**src/rtl/pool_pkg.sv**
```systemverilog
// pool_pkg: shared definitions for the binary max-pooling window sequencer.
//   state_t      - controller FSM states
//   K_MIN/K_MAX  - legal kernel size range
//   S_MAX        - largest stride the configuration port can express
//   IW_W         - width of the ifmap-width (IW) arithmetic
//   ifmap_width  - IW = (W-1)*s + k
package pool_pkg;

    typedef enum logic [2:0] {
        ST_IDLE = 3'd0,
        ST_CALC = 3'd1,
        ST_READ = 3'd2,
        ST_WAIT = 3'd3,
        ST_OUT  = 3'd4,
        ST_DONE = 3'd5
    } state_t;

    localparam logic [2:0] K_MIN = 3'd1;
    localparam logic [2:0] K_MAX = 3'd5;
    localparam logic [2:0] S_MAX = 3'd7;

    // Field widths of the configuration words, derived from their legal ranges.
    localparam int K_W  = $clog2(int'(K_MAX) + 1);
    localparam int S_W  = $clog2(int'(S_MAX) + 1);
    localparam int W_W  = 9;
    localparam int IW_W = 12;

    // Ifmap side length for a W x W ofmap; only meaningful when W >= 1.
    function automatic logic [IW_W-1:0] ifmap_width(
        input logic [W_W-1:0] w,
        input logic [S_W-1:0] s,
        input logic [K_W-1:0] k
    );
        logic [IW_W-1:0] wm1;
        wm1 = IW_W'(w) - IW_W'(1);
        return IW_W'(wm1 * IW_W'(s)) + IW_W'(k);
    endfunction

endpackage

```
**src/rtl/pool_window_sequencer_if.sv**
```systemverilog
// pool_window_sequencer_if: bus bundle of the pooling sequencer.
//   BRAM read port : rd_en, rd_addr (sequencer -> BRAM), rd_data (BRAM -> sequencer)
//   output stream  : m_valid, m_data, m_last (sequencer -> packer), m_ready (packer -> sequencer)
//   master modport is the sequencer side, slave modport the memory/packer side.
interface pool_window_sequencer_if #(
    parameter int DATA_WIDTH = 32,
    parameter int ADDR_WIDTH = 12
);
    logic                  rd_en;
    logic [ADDR_WIDTH-1:0] rd_addr;
    logic [DATA_WIDTH-1:0] rd_data;
    logic                  m_valid;
    logic [DATA_WIDTH-1:0] m_data;
    logic                  m_last;
    logic                  m_ready;

    modport master (
        output rd_en, rd_addr, m_valid, m_data, m_last,
        input  rd_data, m_ready
    );

    modport slave (
        input  rd_en, rd_addr, m_valid, m_data, m_last,
        output rd_data, m_ready
    );
endinterface

```
**src/rtl/pool_addr_gen.sv**
```systemverilog
// pool_addr_gen: window/tap address walker for the pooling sequencer.
//   clk, rst      - clock, synchronous active-high reset
//   init          - load the first window at base
//   step          - advance to the next tap inside the window (kx fastest)
//   adv           - advance to the next output pixel's window
//   k, s, w       - latched kernel size, stride, ofmap width
//   base          - latched ifmap base address
//   iw, row_step  - ifmap width and s*IW, valid from the first READ cycle
//   rd_addr       - registered BRAM address of the current tap
//   tap_first/tap_last - current tap is the first/last of the window
//   px_last       - current window is the final ofmap pixel
module pool_addr_gen
    import pool_pkg::*;
#(
    parameter int ADDR_WIDTH = 12
) (
    input  logic                  clk,
    input  logic                  rst,
    input  logic                  init,
    input  logic                  step,
    input  logic                  adv,
    input  logic [K_W-1:0]        k,
    input  logic [S_W-1:0]        s,
    input  logic [W_W-1:0]        w,
    input  logic [ADDR_WIDTH-1:0] base,
    input  logic [IW_W-1:0]       iw,
    input  logic [ADDR_WIDTH-1:0] row_step,
    output logic [ADDR_WIDTH-1:0] rd_addr,
    output logic                  tap_first,
    output logic                  tap_last,
    output logic                  px_last
);

    logic [K_W-1:0]        kx_r;
    logic [K_W-1:0]        ky_r;
    logic [W_W-1:0]        ox_r;
    logic [W_W-1:0]        oy_r;
    logic [ADDR_WIDTH-1:0] win_base_r;
    logic [ADDR_WIDTH-1:0] row_base_r;
    logic [ADDR_WIDTH-1:0] line_r;      // address of tap (ky, 0) of the current window
    logic [ADDR_WIDTH-1:0] rd_addr_r;

    logic                  kx_end_s;
    logic                  row_end_s;
    logic [ADDR_WIDTH-1:0] next_line_s;
    logic [ADDR_WIDTH-1:0] next_win_s;

    assign kx_end_s    = (kx_r == k - K_W'(1));
    assign row_end_s   = (ox_r == w - W_W'(1));
    assign tap_first   = (kx_r == {K_W{1'b0}}) && (ky_r == {K_W{1'b0}});
    assign tap_last    = kx_end_s && (ky_r == k - K_W'(1));
    assign px_last     = row_end_s && (oy_r == w - W_W'(1));
    assign next_line_s = line_r + ADDR_WIDTH'(iw);
    // End of an ofmap row jumps from the row's first window by s*IW; otherwise slide right by s.
    assign next_win_s  = row_end_s ? (row_base_r + row_step) : (win_base_r + ADDR_WIDTH'(s));
    assign rd_addr     = rd_addr_r;

    // Tap and window counters; rd_addr is updated incrementally instead of via ky*IW.
    always_ff @(posedge clk) begin
        if (rst) begin
            kx_r       <= {K_W{1'b0}};
            ky_r       <= {K_W{1'b0}};
            ox_r       <= {W_W{1'b0}};
            oy_r       <= {W_W{1'b0}};
            win_base_r <= {ADDR_WIDTH{1'b0}};
            row_base_r <= {ADDR_WIDTH{1'b0}};
            line_r     <= {ADDR_WIDTH{1'b0}};
            rd_addr_r  <= {ADDR_WIDTH{1'b0}};
        end else if (init) begin
            kx_r       <= {K_W{1'b0}};
            ky_r       <= {K_W{1'b0}};
            ox_r       <= {W_W{1'b0}};
            oy_r       <= {W_W{1'b0}};
            win_base_r <= base;
            row_base_r <= base;
            line_r     <= base;
            rd_addr_r  <= base;
        end else if (step) begin
            if (kx_end_s) begin
                kx_r      <= {K_W{1'b0}};
                ky_r      <= ky_r + K_W'(1);
                line_r    <= next_line_s;
                rd_addr_r <= next_line_s;
            end else begin
                kx_r      <= kx_r + K_W'(1);
                rd_addr_r <= rd_addr_r + ADDR_WIDTH'(1);
            end
        end else if (adv) begin
            kx_r       <= {K_W{1'b0}};
            ky_r       <= {K_W{1'b0}};
            win_base_r <= next_win_s;
            line_r     <= next_win_s;
            rd_addr_r  <= next_win_s;
            if (row_end_s) begin
                ox_r       <= {W_W{1'b0}};
                oy_r       <= oy_r + W_W'(1);
                row_base_r <= next_win_s;
            end else begin
                ox_r <= ox_r + W_W'(1);
            end
        end
    end

endmodule

```
**src/rtl/pool_window_sequencer.sv**
```systemverilog
// pool_window_sequencer: walks every k x k window of the ifmap BRAM, OR-reduces
// the packed channel words of each window and streams one word per ofmap pixel.
//   clk, rst              - clock, synchronous active-high reset
//   cfg_kernel_size (k)   - 1..5
//   cfg_stride (s)        - 1..7
//   cfg_ofmaps_width (W)  - 1..511, ofmap is W x W
//   cfg_base_addr         - BRAM address of ifmap pixel (0,0)
//   start                 - job request, sampled only when idle
//   busy, done, err       - job status; err pulses with done on a rejected config
//   bus (master)          - BRAM read port and valid/ready output stream
module pool_window_sequencer
    import pool_pkg::*;
#(
    parameter int DATA_WIDTH = 32,
    parameter int ADDR_WIDTH = 12
) (
    input  logic                  clk,
    input  logic                  rst,
    input  logic [K_W-1:0]        cfg_kernel_size,
    input  logic [S_W-1:0]        cfg_stride,
    input  logic [W_W-1:0]        cfg_ofmaps_width,
    input  logic [ADDR_WIDTH-1:0] cfg_base_addr,
    input  logic                  start,
    output logic                  busy,
    output logic                  done,
    output logic                  err,
    pool_window_sequencer_if.master bus
);

    localparam logic [2*IW_W:0] ADDR_SPAN = (2*IW_W+1)'(1) << ADDR_WIDTH;

    state_t                state_r;
    logic [K_W-1:0]        k_r;
    logic [S_W-1:0]        s_r;
    logic [W_W-1:0]        w_r;
    logic [ADDR_WIDTH-1:0] base_r;
    logic [IW_W-1:0]       iw_r;
    logic [ADDR_WIDTH-1:0] row_step_r;
    logic                  busy_r;
    logic                  done_r;
    logic                  err_r;
    logic                  rd_en_r;
    logic                  m_valid_r;
    logic                  m_last_r;
    logic [DATA_WIDTH-1:0] m_data_r;
    logic [DATA_WIDTH-1:0] acc_r;
    logic                  rd_valid_r;  // rd_data carries a window word this cycle
    logic                  first_q_r;   // that word is the window's first tap

    logic [IW_W-1:0]       iw_s;
    logic [2*IW_W-1:0]     iw_sq_s;
    logic [2*IW_W:0]       area_end_s;
    logic [ADDR_WIDTH-1:0] row_step_s;
    logic                  cfg_bad_s;
    logic                  init_s;
    logic                  step_s;
    logic                  adv_s;
    logic                  hs_s;
    logic [DATA_WIDTH-1:0] acc_next_s;
    logic [ADDR_WIDTH-1:0] rd_addr_s;
    logic                  tap_first_s;
    logic                  tap_last_s;
    logic                  px_last_s;

    // The ifmap must fit below the top of the address space so no address can wrap.
    assign iw_s       = ifmap_width(w_r, s_r, k_r);
    assign iw_sq_s    = (2*IW_W)'(iw_s) * (2*IW_W)'(iw_s);
    assign area_end_s = (2*IW_W+1)'(base_r) + (2*IW_W+1)'(iw_sq_s);
    assign row_step_s = ADDR_WIDTH'(iw_s * IW_W'(s_r));
    assign cfg_bad_s  = (k_r < K_MIN) || (k_r > K_MAX) || (s_r == {S_W{1'b0}}) ||
                        (w_r == {W_W{1'b0}}) || (area_end_s > ADDR_SPAN);

    assign hs_s       = (state_r == ST_OUT) && bus.m_ready;
    assign init_s     = (state_r == ST_CALC) && !cfg_bad_s;
    assign step_s     = (state_r == ST_READ) && !tap_last_s;
    assign adv_s      = hs_s && !px_last_s;
    assign acc_next_s = first_q_r ? bus.rd_data : (acc_r | bus.rd_data);

    pool_addr_gen #(
        .ADDR_WIDTH (ADDR_WIDTH)
    ) u_addr_gen (
        .clk       (clk),
        .rst       (rst),
        .init      (init_s),
        .step      (step_s),
        .adv       (adv_s),
        .k         (k_r),
        .s         (s_r),
        .w         (w_r),
        .base      (base_r),
        .iw        (iw_r),
        .row_step  (row_step_r),
        .rd_addr   (rd_addr_s),
        .tap_first (tap_first_s),
        .tap_last  (tap_last_s),
        .px_last   (px_last_s)
    );

    // Controller FSM with registered status, read-enable and output-stream signals.
    always_ff @(posedge clk) begin
        if (rst) begin
            state_r    <= ST_IDLE;
            k_r        <= {K_W{1'b0}};
            s_r        <= {S_W{1'b0}};
            w_r        <= {W_W{1'b0}};
            base_r     <= {ADDR_WIDTH{1'b0}};
            iw_r       <= {IW_W{1'b0}};
            row_step_r <= {ADDR_WIDTH{1'b0}};
            busy_r     <= 1'b0;
            done_r     <= 1'b0;
            err_r      <= 1'b0;
            rd_en_r    <= 1'b0;
            m_valid_r  <= 1'b0;
            m_last_r   <= 1'b0;
            m_data_r   <= {DATA_WIDTH{1'b0}};
        end else begin
            case (state_r)
                ST_IDLE: begin
                    done_r <= 1'b0;
                    err_r  <= 1'b0;
                    if (start) begin
                        k_r     <= cfg_kernel_size;
                        s_r     <= cfg_stride;
                        w_r     <= cfg_ofmaps_width;
                        base_r  <= cfg_base_addr;
                        busy_r  <= 1'b1;
                        state_r <= ST_CALC;
                    end
                end
                ST_CALC: begin
                    iw_r       <= iw_s;
                    row_step_r <= row_step_s;
                    if (cfg_bad_s) begin
                        busy_r  <= 1'b0;
                        done_r  <= 1'b1;
                        err_r   <= 1'b1;
                        state_r <= ST_DONE;
                    end else begin
                        rd_en_r <= 1'b1;
                        state_r <= ST_READ;
                    end
                end
                ST_READ: begin
                    if (tap_last_s) begin
                        rd_en_r <= 1'b0;
                        state_r <= ST_WAIT;
                    end
                end
                ST_WAIT: begin
                    // Last tap's word arrives now; fold it straight into the output register.
                    m_valid_r <= 1'b1;
                    m_data_r  <= acc_next_s;
                    m_last_r  <= px_last_s;
                    state_r   <= ST_OUT;
                end
                ST_OUT: begin
                    if (bus.m_ready) begin
                        m_valid_r <= 1'b0;
                        m_last_r  <= 1'b0;
                        if (px_last_s) begin
                            busy_r  <= 1'b0;
                            done_r  <= 1'b1;
                            state_r <= ST_DONE;
                        end else begin
                            rd_en_r <= 1'b1;
                            state_r <= ST_READ;
                        end
                    end
                end
                ST_DONE: begin
                    done_r  <= 1'b0;
                    err_r   <= 1'b0;
                    state_r <= ST_IDLE;
                end
                default: begin
                    busy_r    <= 1'b0;
                    done_r    <= 1'b0;
                    err_r     <= 1'b0;
                    rd_en_r   <= 1'b0;
                    m_valid_r <= 1'b0;
                    m_last_r  <= 1'b0;
                    state_r   <= ST_IDLE;
                end
            endcase
        end
    end

    // Window accumulator: first returned word loads, later words OR in.
    always_ff @(posedge clk) begin
        if (rst) begin
            acc_r      <= {DATA_WIDTH{1'b0}};
            rd_valid_r <= 1'b0;
            first_q_r  <= 1'b0;
        end else begin
            rd_valid_r <= rd_en_r;
            first_q_r  <= rd_en_r && tap_first_s;
            if (rd_valid_r) begin
                acc_r <= acc_next_s;
            end
        end
    end

    assign busy        = busy_r;
    assign done        = done_r;
    assign err         = err_r;
    assign bus.rd_en   = rd_en_r;
    assign bus.rd_addr = rd_addr_s;
    assign bus.m_valid = m_valid_r;
    assign bus.m_data  = m_data_r;
    assign bus.m_last  = m_last_r;

endmodule
```
**src/flat_wrapper.sv**
```systemverilog
// flat-port wrapper written by rule: the top's interface ports become plain ports
module pool_window_sequencer_flat import pool_pkg::*;
#(
    parameter int DATA_WIDTH = 32,
    parameter int ADDR_WIDTH = 12
)
  (clk, rst, cfg_kernel_size, cfg_stride, cfg_ofmaps_width, cfg_base_addr, start, busy, done, err, bus_rd_en, bus_rd_addr, bus_m_valid, bus_m_data, bus_m_last, bus_rd_data, bus_m_ready);
  pool_window_sequencer_if #(.DATA_WIDTH(DATA_WIDTH), .ADDR_WIDTH(ADDR_WIDTH)) bus_i ();
  input  logic clk;
  input  logic rst;
  input  logic [K_W-1:0] cfg_kernel_size;
  input  logic [S_W-1:0] cfg_stride;
  input  logic [W_W-1:0] cfg_ofmaps_width;
  input  logic [ADDR_WIDTH-1:0] cfg_base_addr;
  input  logic start;
  output logic busy;
  output logic done;
  output logic err;
  output wire logic [$bits(bus_i.rd_en)-1:0] bus_rd_en;
  output wire logic [$bits(bus_i.rd_addr)-1:0] bus_rd_addr;
  output wire logic [$bits(bus_i.m_valid)-1:0] bus_m_valid;
  output wire logic [$bits(bus_i.m_data)-1:0] bus_m_data;
  output wire logic [$bits(bus_i.m_last)-1:0] bus_m_last;
  input wire logic [$bits(bus_i.rd_data)-1:0] bus_rd_data;
  input wire logic [$bits(bus_i.m_ready)-1:0] bus_m_ready;
  assign bus_rd_en = bus_i.rd_en;
  assign bus_rd_addr = bus_i.rd_addr;
  assign bus_m_valid = bus_i.m_valid;
  assign bus_m_data = bus_i.m_data;
  assign bus_m_last = bus_i.m_last;
  assign bus_i.rd_data = bus_rd_data;
  assign bus_i.m_ready = bus_m_ready;
  pool_window_sequencer #(.DATA_WIDTH(DATA_WIDTH), .ADDR_WIDTH(ADDR_WIDTH)) u_core (.clk(clk), .rst(rst), .cfg_kernel_size(cfg_kernel_size), .cfg_stride(cfg_stride), .cfg_ofmaps_width(cfg_ofmaps_width), .cfg_base_addr(cfg_base_addr), .start(start), .busy(busy), .done(done), .err(err), .bus(bus_i));
endmodule
```
**config.mk**
```make
export PLATFORM = sky130hd
export DESIGN_NAME = pool_window_sequencer_flat
export DESIGN_NICKNAME = d
export VERILOG_FILES = /design/src/rtl/pool_pkg.sv /design/src/rtl/pool_window_sequencer_if.sv /design/src/rtl/pool_addr_gen.sv /design/src/rtl/pool_window_sequencer.sv /design/src/flat_wrapper.sv
export SDC_FILE = /design/constraint.sdc
export NUM_CORES = 1
export LEC_CHECK = 0
export CAP_MARGIN = 20
export CORE_AREA = 4 4 171 173
export CTS_CLUSTER_SIZE = 20
export DETAILED_ROUTE_END_ITERATION = 6
export DIE_AREA = 0 0 175 177
export PLACE_DENSITY = 0.8
export SLEW_MARGIN = 10
export SYNTH_ARGS = -nofsm -noshare
export SYNTH_HDL_FRONTEND = slang
export SYNTH_SLANG_ARGS = --single-unit
```
**constraint.sdc**
```tcl
create_clock -name clk -period 13.9 [get_ports clk]
set_input_delay 2.78 -clock clk [delete_from_list [all_inputs] [get_ports clk]]
set_output_delay 2.78 -clock clk [all_outputs]
set_load 0.05 [all_outputs]
```
==> results_dict.tcl, run 1 <==
set metrics [dict create \
    status "finished clean" \
    worst-slew-pin-transition_ns 1.03 \
    p_per_area_nw_per_um2 140 \
    gp_congestion 1.00 \
    path_class "reg2reg" \
    vias_per_cell 5.96 \
    p_clk_frac 0.192 \
    vias 14722 \
    report.final.slew_viol_count 0 \
    cp.required_ns 14.22 \
    ctsHoldBuffers 0 \
    cts_setup_buffers 0 \
    yosysWarnings 0 \
    layout_min_cycle_time_ns 11.66 \
    p_sw_frac 0.459 \
    relSlewSlack 0.305 \
    rsz0062_at_grt "no" \
    worst-path-max-fanout 48 \
    diodes 0 \
    slowest_delay_ns 0.67 \
    post-dp-hpwl_mm 34.3 \
    skew_ns 0.0132 \
    cp-endpoint "u_core.u_addr_gen.rd_addr[11]" \
    pin_count 113 \
    grt_pass1_vias 14340 \
    crit_start "u_core.w_r[2]" \
    syn_nets 2342 \
    min_period_over_period 0.839 \
    routed_wl_mm 45.4 \
    combPwrFrac 0.558 \
    timing.rr.start "u_core.w_r[2]" \
    syn_to_final_growth_pct 12.0 \
    initialDrtViolationCount 1514 \
    rows 61 \
    path_clk_slew_ns 0.08 \
    drc_errors 0 \
    cp_common_cell "fa_1" \
    initial_core_util 0.596 \
    h-tree-depth 4 \
    p_leak_nw 7.98 \
    startpoint_type "flop" \
    chipHeight_um 177 \
    final_common_cell "nand2_1" \
    tritoncts "yes" \
    whs_ns 0.461 \
    ant_nets 0 \
    cts.path.max_buffers 2 \
    yosys.area.top_type_share 0.241 \
    core_area_um2 27600 \
    worstHoldPathType "reg2reg" \
    yosysUniqueCellTypes 80 \
    crit_slowest_cell "nor4_1" \
    fin_tns_setup_ns 0 \
    overflow 0 \
    ys.flop_type "dfxtp_1" \
    die_x_um 175 \
    regArea_um2 3960 \
    worst_r2r_endpoint "u_core.u_addr_gen.rd_addr[11]" \
    grt_max_degree 91 \
    peakVddDrop_uv 108 \
    multiInputGateArea_um2 11300 \
    hold_viol 0 \
    reg2reg_depth 32 \
    nets 2389 \
    place_inst 2438 \
    cts_root_buffer "clkbuf_16" \
    dr.pass1.iters 6 \
    max_freq_ghz 0.0858 \
    synthTopCellsByArea "dfxtp_1 24%, fa_1 14%, ha_1 10%, nand2_1 5.8%, a21oi_1 5.5%" \
    syn_avg_cell_area_um2 8.10 \
    fin_cells 2472 \
    yosys.area.top_type "dfxtp_1" \
    io_buffers 112 \
    synthArstFlopShare 0 \
    synth_edf_count 0 \
    cts_inserted_buffers 17 \
    clk_latency_ns 0.45 \
    synthesis.instances 2034 \
    cts.sinks 198 \
    synth_area_um2 16500 \
    yosysSeqAreaShare 0.241 \
    reg2reg_setup_slack_ns 2.24 \
    cts.repair.resized 0 \
    track_usage 0.294 \
    finalSetupViolations 0 \
    p_int_w 0.00140 \
    wl_per_cell_um 18.4 \
    die_area_um2 31000 \
    arrival_ns 11.97 \
    grt_antenna_before_repair 0 \
    seqPwrFrac 0.250 \
    fill_cells 2257 \
    switchingPower_w 0.00119 \
    end_kind "flop" \
    drive_gt1_frac 0.0401 \
    cap_violations 0 \
    grt_pass1_wl_mm 74.0 \
    final_cell_mix "254 x nand2_1, 219 x inv_1, 206 x nor2_1" \
    ys_ff_latch 198 \
]
synth_stat cells, types with 36 or more instances:
cell	number
clkbuf_1	68
a22oi_1	36
a21oi_1	182
nor2_1	207
xnor2_1	62
nand3_1	42
inv_1	219
ha_1	131
a211oi_1	47
dfxtp_1	198
nand2_1	254
o21ai_0	51
xor2_1	45
fa_1	114
per-stage QoR:
stage | util | cell area (um2) | setup WS [ns] | power (W)
3_3_place_gp | 0.644 | 17800 | 2.57 | 0.00204
4_1_cts | 0.666 | 18400 | 2.36 | 0.00258
3_5_place_dp | 0.645 | 17800 | 2.40 | 0.00208
5_1_grt | 0.668 | 18500 | 1.52 | 0.00280
2_1_floorplan | - | 16500 | 4.01 | 0.00172
6_report | 0.668 | 18500 | 2.24 | 0.00259
power groups by stage:
stage	logic [W]	registers [W]	clock network, W
floorplan	0.00107	0.000655	0
global placement	0.00139	0.000656	0
detailed placement	0.00142	0.000657	0
CTS	0.00144	0.000644	0.000501
global route	0.00163	0.000650	0.000525
finish	0.00144	0.000646	0.000497
routing by layer:
layer / GRT usage / wire [um] / up-vias
met2: 0.481 / 21400 / 621
li1: - / - / 6942
met3: 0.0508 / 3400 / 121
met5: 0 / 0 / -
met1: 0.390 / 18900 / 7038
met4: 0.120 / 1700 / 0
state kept, by name, summed over array words and instances, names as in the netlist, 3 cells and up:
register and count:
u_core.acc_r 32, u_core.base_r 12, u_core.bus.m_data 32, u_core.iw_r 12, u_core.k_r 3, u_core.row_step_r 12
u_core.s_r 3, u_core.state_r 3, u_core.u_addr_gen.kx_r 3, u_core.u_addr_gen.ky_r 3, u_core.u_addr_gen.line_r 12, u_core.u_addr_gen.ox_r 9
u_core.u_addr_gen.oy_r 9, u_core.u_addr_gen.rd_addr 12, u_core.u_addr_gen.row_base_r 12, u_core.u_addr_gen.win_base_r 12, u_core.w_r 9
cell type report:
type                    count  area share
clock inverters            14     0.00759
repair buffers            131      0.0716
multi-input cells        1512       0.612
inverters                 221      0.0449
clock buffers              18      0.0238
flip-flops and latches    198       0.215
well taps                 378      0.0256
logic make-up (layout without fill, tap and decap cells):
kind of cell,count (synthesis),after routing,share of synthesized area
multiplexers,25,25,0.0156
adder cells (fa/ha/maj),246,246,0.239
AO/OA/AOI/OAI,439,439,0.167
flip-flops,198,198,0.241
AND/OR/NAND/NOR,685,685,0.191
buffers and inverters,324,384,0.0756
XOR/XNOR,117,117,0.0705
worst max-delay path: cells and delay by family (launching register included):
kind | cells | cell delay, ns
AOI/OAI and AO/OA | 6 | 2.02
xor gates and xnor gates | 2 | 0.93
adders and majority gates | 9 | 3.91
buffers and inverters | 6 | 1.20
DFF | 1 | 0.41
and+or+nand+nor | 9 | 3.00
worst min path at each step:
stage | startpoint | to | slack [ns] | cells past startpoint
final | u_core.iw_r[3] | u_core.iw_r[3] | 0.46 | 2
after global routing | u_core.iw_r[3] | u_core.iw_r[3] | 0.49 | 2
after CTS | u_core.iw_r[3] | u_core.iw_r[3] | 0.46 | 2
after detailed placement | u_core.iw_r[3] | u_core.iw_r[3] | 0.45 | 2
after global placement | u_core.base_r[10] | u_core.base_r[10] | 0.45 | 2
after floorplan | u_core.row_step_r[6] | u_core.row_step_r[6] | 0.44 | 2
No activity file was read; power rests on OpenSTA's default activity.
==> run 2: changes to the inputs <==
clock period = 11.6 ns   (was 13.9 ns; I/O delays follow)
==> run 2 against run 1 <==
  * Via count shrank 0.69%
  * First-iteration DRC count shrank 17%
  * Register-to-register slack lost 1.6 ns
  * Routed wire length grew 0.65%
  * Sequential power grew 20%
  * Sequential share of layout area shrank 0.097 points
  * Cell count grew 0.57%
  * Die area is the same
  * Core utilization grew 0.30 points
  * Critical path depth grew 3
  * Power grew 20%
  * Fmax grew 6.1%
==> results_dict.tcl, run 2 (synthesized netlist as in run 1, its figures left out) <==
set metrics [dict create \
    status "finished clean" \
    arrival_ns 11.31 \
    drive_gt1_frac 0.0479 \
    diodes 0 \
    p_clk_frac 0.186 \
    cp.required_ns 11.92 \
    crit_slowest_cell "or4b_1" \
    min_period_over_period 0.947 \
    syn_to_final_growth_pct 12.6 \
    slowest_delay_ns 0.58 \
    combPwrFrac 0.564 \
    switchingPower_w 0.00143 \
    worst-slew-pin-transition_ns 0.965 \
    reg2reg_setup_slack_ns 0.61 \
    finish.utilization 0.671 \
    drc_errors 0 \
    nets 2403 \
    die_x_um 175 \
    clk_latency_ns 0.45 \
    grt_pass1_wl_mm 74.3 \
    grt_pass1_vias 14529 \
    worstHoldPathType "reg2reg" \
    skew_ns 0.0155 \
    cts_setup_buffers 0 \
    die_area_um2 31000 \
    ctsHoldBuffers 0 \
    min_from "u_core.iw_r[0]" \
    cts.path.max_buffers 2 \
    peakVddDrop_uv 123 \
    timing.rr.start "u_core.w_r[0]" \
    whs_endpoint "u_core.iw_r[0]" \
    initialDrtViolationCount 1260 \
    gp_congestion 1.01 \
    cts_inserted_buffers 17 \
    vias 14620 \
    worst_r2r_endpoint "u_core.u_addr_gen.rd_addr[11]" \
    dr.pass1.iters 6 \
    hold_viol 0 \
    chipHeight_um 177 \
    final_common_cell "nand2_1" \
    post-dp-hpwl_mm 34.8 \
    cap_violations 0 \
    rows 61 \
    cts_root_buffer "clkbuf_16" \
    p_leak_nw 8.05 \
    p_per_area_nw_per_um2 167 \
    core_area_um2 27600 \
    finalSetupViolations 0 \
    h-tree-depth 4 \
    end_kind "flop" \
    p_int_w 0.00167 \
    final_cell_mix "254 x nand2_1, 219 x inv_1, 206 x nor2_1" \
    pin_count 113 \
    cts.sinks 198 \
    grt_antenna_before_repair 0 \
    ant_nets 0 \
    cts.repair.resized 0 \
    startpoint_type "flop" \
    fin_tns_setup_ns 0 \
    path_class "reg2reg" \
    routed_wl_mm 45.7 \
    worst-path-max-fanout 48 \
    vias_per_cell 5.88 \
    report.final.slew_viol_count 0 \
    hold_path_depth 2 \
    track_usage 0.295 \
    io_buffers 112 \
    tritoncts "yes" \
    layout_min_cycle_time_ns 10.99 \
    rsz0062_at_grt "no" \
    p_sw_frac 0.462 \
    crit_start "u_core.w_r[0]" \
    relSlewSlack 0.352 \
    initial_core_util 0.596 \
    max_freq_ghz 0.0910 \
    overflow 0 \
    reg2reg_depth 35 \
    seqPwrFrac 0.250 \
    path_clk_slew_ns 0.08 \
    wl_per_cell_um 18.4 \
    grt_max_degree 81 \
]
[run 2: changes by cell type in the layout (fill, tap and decap cells not counted), sizes merged]
| cell | before | now |
|---|---|---|
| buf | 20 | 33 |
| clkinvlp | 2 | 1 |
| clkinv | 6 | 9 |
| bufinv | 1 | 0 |
[run 2: how the worst max path moves through the flow]
stage / endpoint / slack (ns)
6_report: u_core.u_addr_gen.rd_addr[11] / 0.61
5_1_grt: u_core.u_addr_gen.line_r[11] / 0.04
2_1_floorplan: u_core.u_addr_gen.win_base_r[2] / 1.71
3_5_place_dp: u_core.u_addr_gen.rd_addr[11] / 0.60
3_3_place_gp: u_core.u_addr_gen.rd_addr[10] / 0.83
4_1_cts: u_core.u_addr_gen.rd_addr[11] / 0.55
[run 2: through the flow]
stage | setup WS (ns) | area (um2) | hold WS (ns) | std cells | power [W]
after floorplan | 1.71 | 16500 | 0.436 | 2034 | 0.00206
after global placement | 0.828 | 17900 | 0.445 | 2452 | 0.00247
after detailed placement | 0.599 | 17900 | 0.455 | 2452 | 0.00251
after CTS | 0.549 | 18500 | 0.466 | 2484 | 0.00310
after global routing | 0.0372 | 18500 | 0.484 | 2486 | 0.00336
final | 0.612 | 18500 | 0.465 | 2486 | 0.00310
[run 2: critical path: cells and delay by family, from the launching register on]
kind	cells	cell delay, ns
DFF	1	0.40
AOI/OAI and AO/OA	7	2.72
adders and majority gates	10	4.28
and+or+nand+nor	9	2.23
xor gates and xnor gates	2	0.37
buffers and inverters	7	0.81
[run 2: cell type report]
cell class                 instances  area, um2
clock buffer                      17        425
inverter                         221        830
clock inverter                    15        140
fill                            2306       9090
timing repair buffer             145       1400
multi-input combinational       1512      11300
sequential                       198       3960
tap                              378        473
[run 2: power by group through the flow]
stage | Sequential [W] | Clock [W] | Combinational, W
6_report | 0.000775 | 0.000576 | 0.00175
2_1_floorplan | 0.000785 | 0 | 0.00128
5_1_grt | 0.000778 | 0.000606 | 0.00198
4_1_cts | 0.000772 | 0.000583 | 0.00174
3_3_place_gp | 0.000785 | 0 | 0.00168
3_5_place_dp | 0.000787 | 0 | 0.00173
[run 2: metal layers]
metal | wire (um) | GRT usage | vias up
met5 | 0 | 0 | -
met4 | 1680 | 0.114 | 0
met3 | 3110 | 0.0440 | 106
met2 | 21800 | 0.501 | 516
met1 | 19100 | 0.381 | 7015
li1 | - | - | 6983
==> run 3: changes to the inputs <==
ABC_AREA = 1   (was unset)
CORE_AREA = 4 4 176 178   (was 4 4 171 173)
DIE_AREA = 0 0 180 182   (was 0 0 175 177)
==> run 3 against run 2 <==
  * Register-to-register slack gained 0.37 ns
  * Count of clock-buffer cells in the layout grew 3
  * Final area grew 4.3%
  * First-iteration DRC count grew 5.6%
  * Largest cell class unchanged
  * Cell count grew 21%
  * Critical endpoint is now u_core.u_addr_gen.win_base_r[0]
  * Synthesized cell count grew 25%
  * Critical path depth grew 6
  * Die area grew 5.8%
==> results_dict.tcl, run 3 <==
set metrics [dict create \
    path_class "reg2reg" \
    worst-path-max-fanout 29 \
    h-tree-depth 4 \
    grt_pass1_vias 16139 \
    relSlewSlack 0.365 \
    die_x_um 180 \
    ys_ff_latch 198 \
    min_from "u_core.iw_r[0]" \
    cts_setup_buffers 0 \
    final_cell_mix "528 x nand2_1, 431 x inv_1, 359 x nor2_1" \
    cts_root_buffer "clkbuf_16" \
    worst_r2r_endpoint "u_core.u_addr_gen.win_base_r[0]" \
    grt_max_degree 95 \
    rsz0062_at_grt "no" \
    syn_avg_cell_area_um2 6.83 \
    finalSetupViolations 0 \
    yosysUniqueCellTypes 50 \
    finish.utilization 0.658 \
    pin_count 113 \
    cts.repair.resized 0 \
    overflow 0 \
    layout_min_cycle_time_ns 10.62 \
    vias 16320 \
    grt_antenna_before_repair 0 \
    gp_congestion 0.989 \
    arrival_ns 10.95 \
    cts.sinks 198 \
    yosysWarnings 0 \
    timing.rr.start "u_core.s_r[1]" \
    crit_start "u_core.s_r[1]" \
    reg2reg_depth 41 \
    synthArstFlopShare 0 \
    reg2reg_setup_slack_ns 0.98 \
    post-dp-hpwl_mm 37.0 \
    ys.flop_type "dfxtp_1" \
    routed_wl_mm 47.0 \
    status "finished clean" \
    io_buffers 112 \
    tritoncts "yes" \
    synth.most_common_cell "nand2_1" \
    cts.path.max_buffers 2 \
    report.final.slew_viol_count 0 \
    nets 2908 \
    initial_core_util 0.590 \
    rows 63 \
    grt_pass1_wl_mm 78.4 \
    yosys.area.top_type_share 0.229 \
    yosys.area.top_type "dfxtp_1" \
    synth_area_um2 17300 \
    fin_tns_setup_ns 0 \
    whs_endpoint "u_core.iw_r[0]" \
    worstHoldPathType "reg2reg" \
    initialDrtViolationCount 1330 \
    clk_latency_ns 0.44 \
    synthesis.instances 2539 \
    end_kind "flop" \
    cap_violations 0 \
    max_freq_ghz 0.0942 \
    wl_per_cell_um 15.7 \
    drive_gt1_frac 0.0379 \
    die_area_um2 32800 \
    dr.pass1.iters 7 \
    skew_ns 0.0121 \
    yosysSeqAreaShare 0.229 \
    min_period_over_period 0.915 \
    worst-slew-pin-transition_ns 0.952 \
    slowest_delay_ns 0.62 \
    syn_nets 2847 \
    synthTopCellsByArea "dfxtp_1 23%, fa_1 13%, nand2_1 11%, ha_1 9.5%, inv_1 9.4%" \
    cts_inserted_buffers 17 \
    synth_edf_count 0 \
    hold_path_depth 2 \
    core_area_um2 29400 \
    chipHeight_um 182 \
    synthTopCellsByCount "528 x nand2_1, 432 x inv_1, 361 x nor2_1" \
    drc_errors 0 \
    cp.required_ns 11.94 \
    ctsHoldBuffers 0 \
    crit_slowest_cell "dfxtp_1" \
    ant_nets 0 \
    final_common_cell "nand2_1" \
    diodes 0 \
    syn_to_final_growth_pct 11.5 \
    path_clk_slew_ns 0.08 \
    track_usage 0.288 \
    hold_viol 0 \
    startpoint_type "flop" \
    vias_per_cell 5.43 \
]
run 3: changes by cell type in the layout (fill, tap and decap cells not counted), sizes merged, moves of 39 or more:
| cell | change |
|---|---|
| nand2 | +282 |
| o21ai | +133 |
| inv | +222 |
| xnor2 | -42 |
| nor2 | +161 |
| a211oi | -46 |
| o21bai | +39 |
run 3: worst max-delay path by stage:
stage                                             to  cells past startpoint
global route         u_core.u_addr_gen.win_base_r[4]                     41
detailed placement   u_core.u_addr_gen.win_base_r[0]                     41
global placement    u_core.u_addr_gen.win_base_r[10]                     39
finish               u_core.u_addr_gen.win_base_r[0]                     41
CTS                  u_core.u_addr_gen.win_base_r[0]                     41
floorplan            u_core.u_addr_gen.win_base_r[2]                     44
run 3: through the flow:
step                      hold WS (ns)  instances  cell area [um2]  worst slack, ns
after detailed placement         0.458       2970            18700             1.14
after global routing             0.503       3003            19300            0.185
after CTS                        0.470       3002            19300             1.08
final                            0.469       3003            19300            0.984
after floorplan                  0.441       2539            17300             2.69
after global placement           0.452       2969            18700             1.32
run 3: final cells by class:
cell class | instances | area [um2]
sequential | 198 | 3960
inverter | 449 | 1690
multi-input combinational | 1808 | 11400
fill | 2545 | 10100
clock buffer | 20 | 457
clock inverter | 12 | 138
tap | 390 | 488
timing repair buffer | 126 | 1250
run 3: kinds of logic after synthesis:
| family | count (synthesis) | synth area share |
|---|---|---|
| fa+ha+maj | 245 | 0.226 |
| flops | 198 | 0.229 |
| xor+xnor | 85 | 0.0442 |
| buf+inv | 533 | 0.117 |
| compound gates | 409 | 0.128 |
| simple gates | 1069 | 0.255 |
run 3: routing by layer:
layer / wire length [um] / global-route usage
met1: 19800 / 0.362
met2: 22200 / 0.498
met3: 3070 / 0.0385
met4: 1930 / 0.121
met5: 0 / 0
run 3: worst max-delay path, delay by kind of cell, from the launching register on:
family | cells | cell delay [ns]
fa+ha+maj | 9 | 4.61
simple gates | 21 | 3.59
buf+inv | 10 | 1.43
flops | 1 | 0.62
compound gates | 1 | 0.26
Power of run 3 is left out: the tool's default activity adds up to more than one toggle a clock period on the data nets, which glitch-free logic cannot reach.
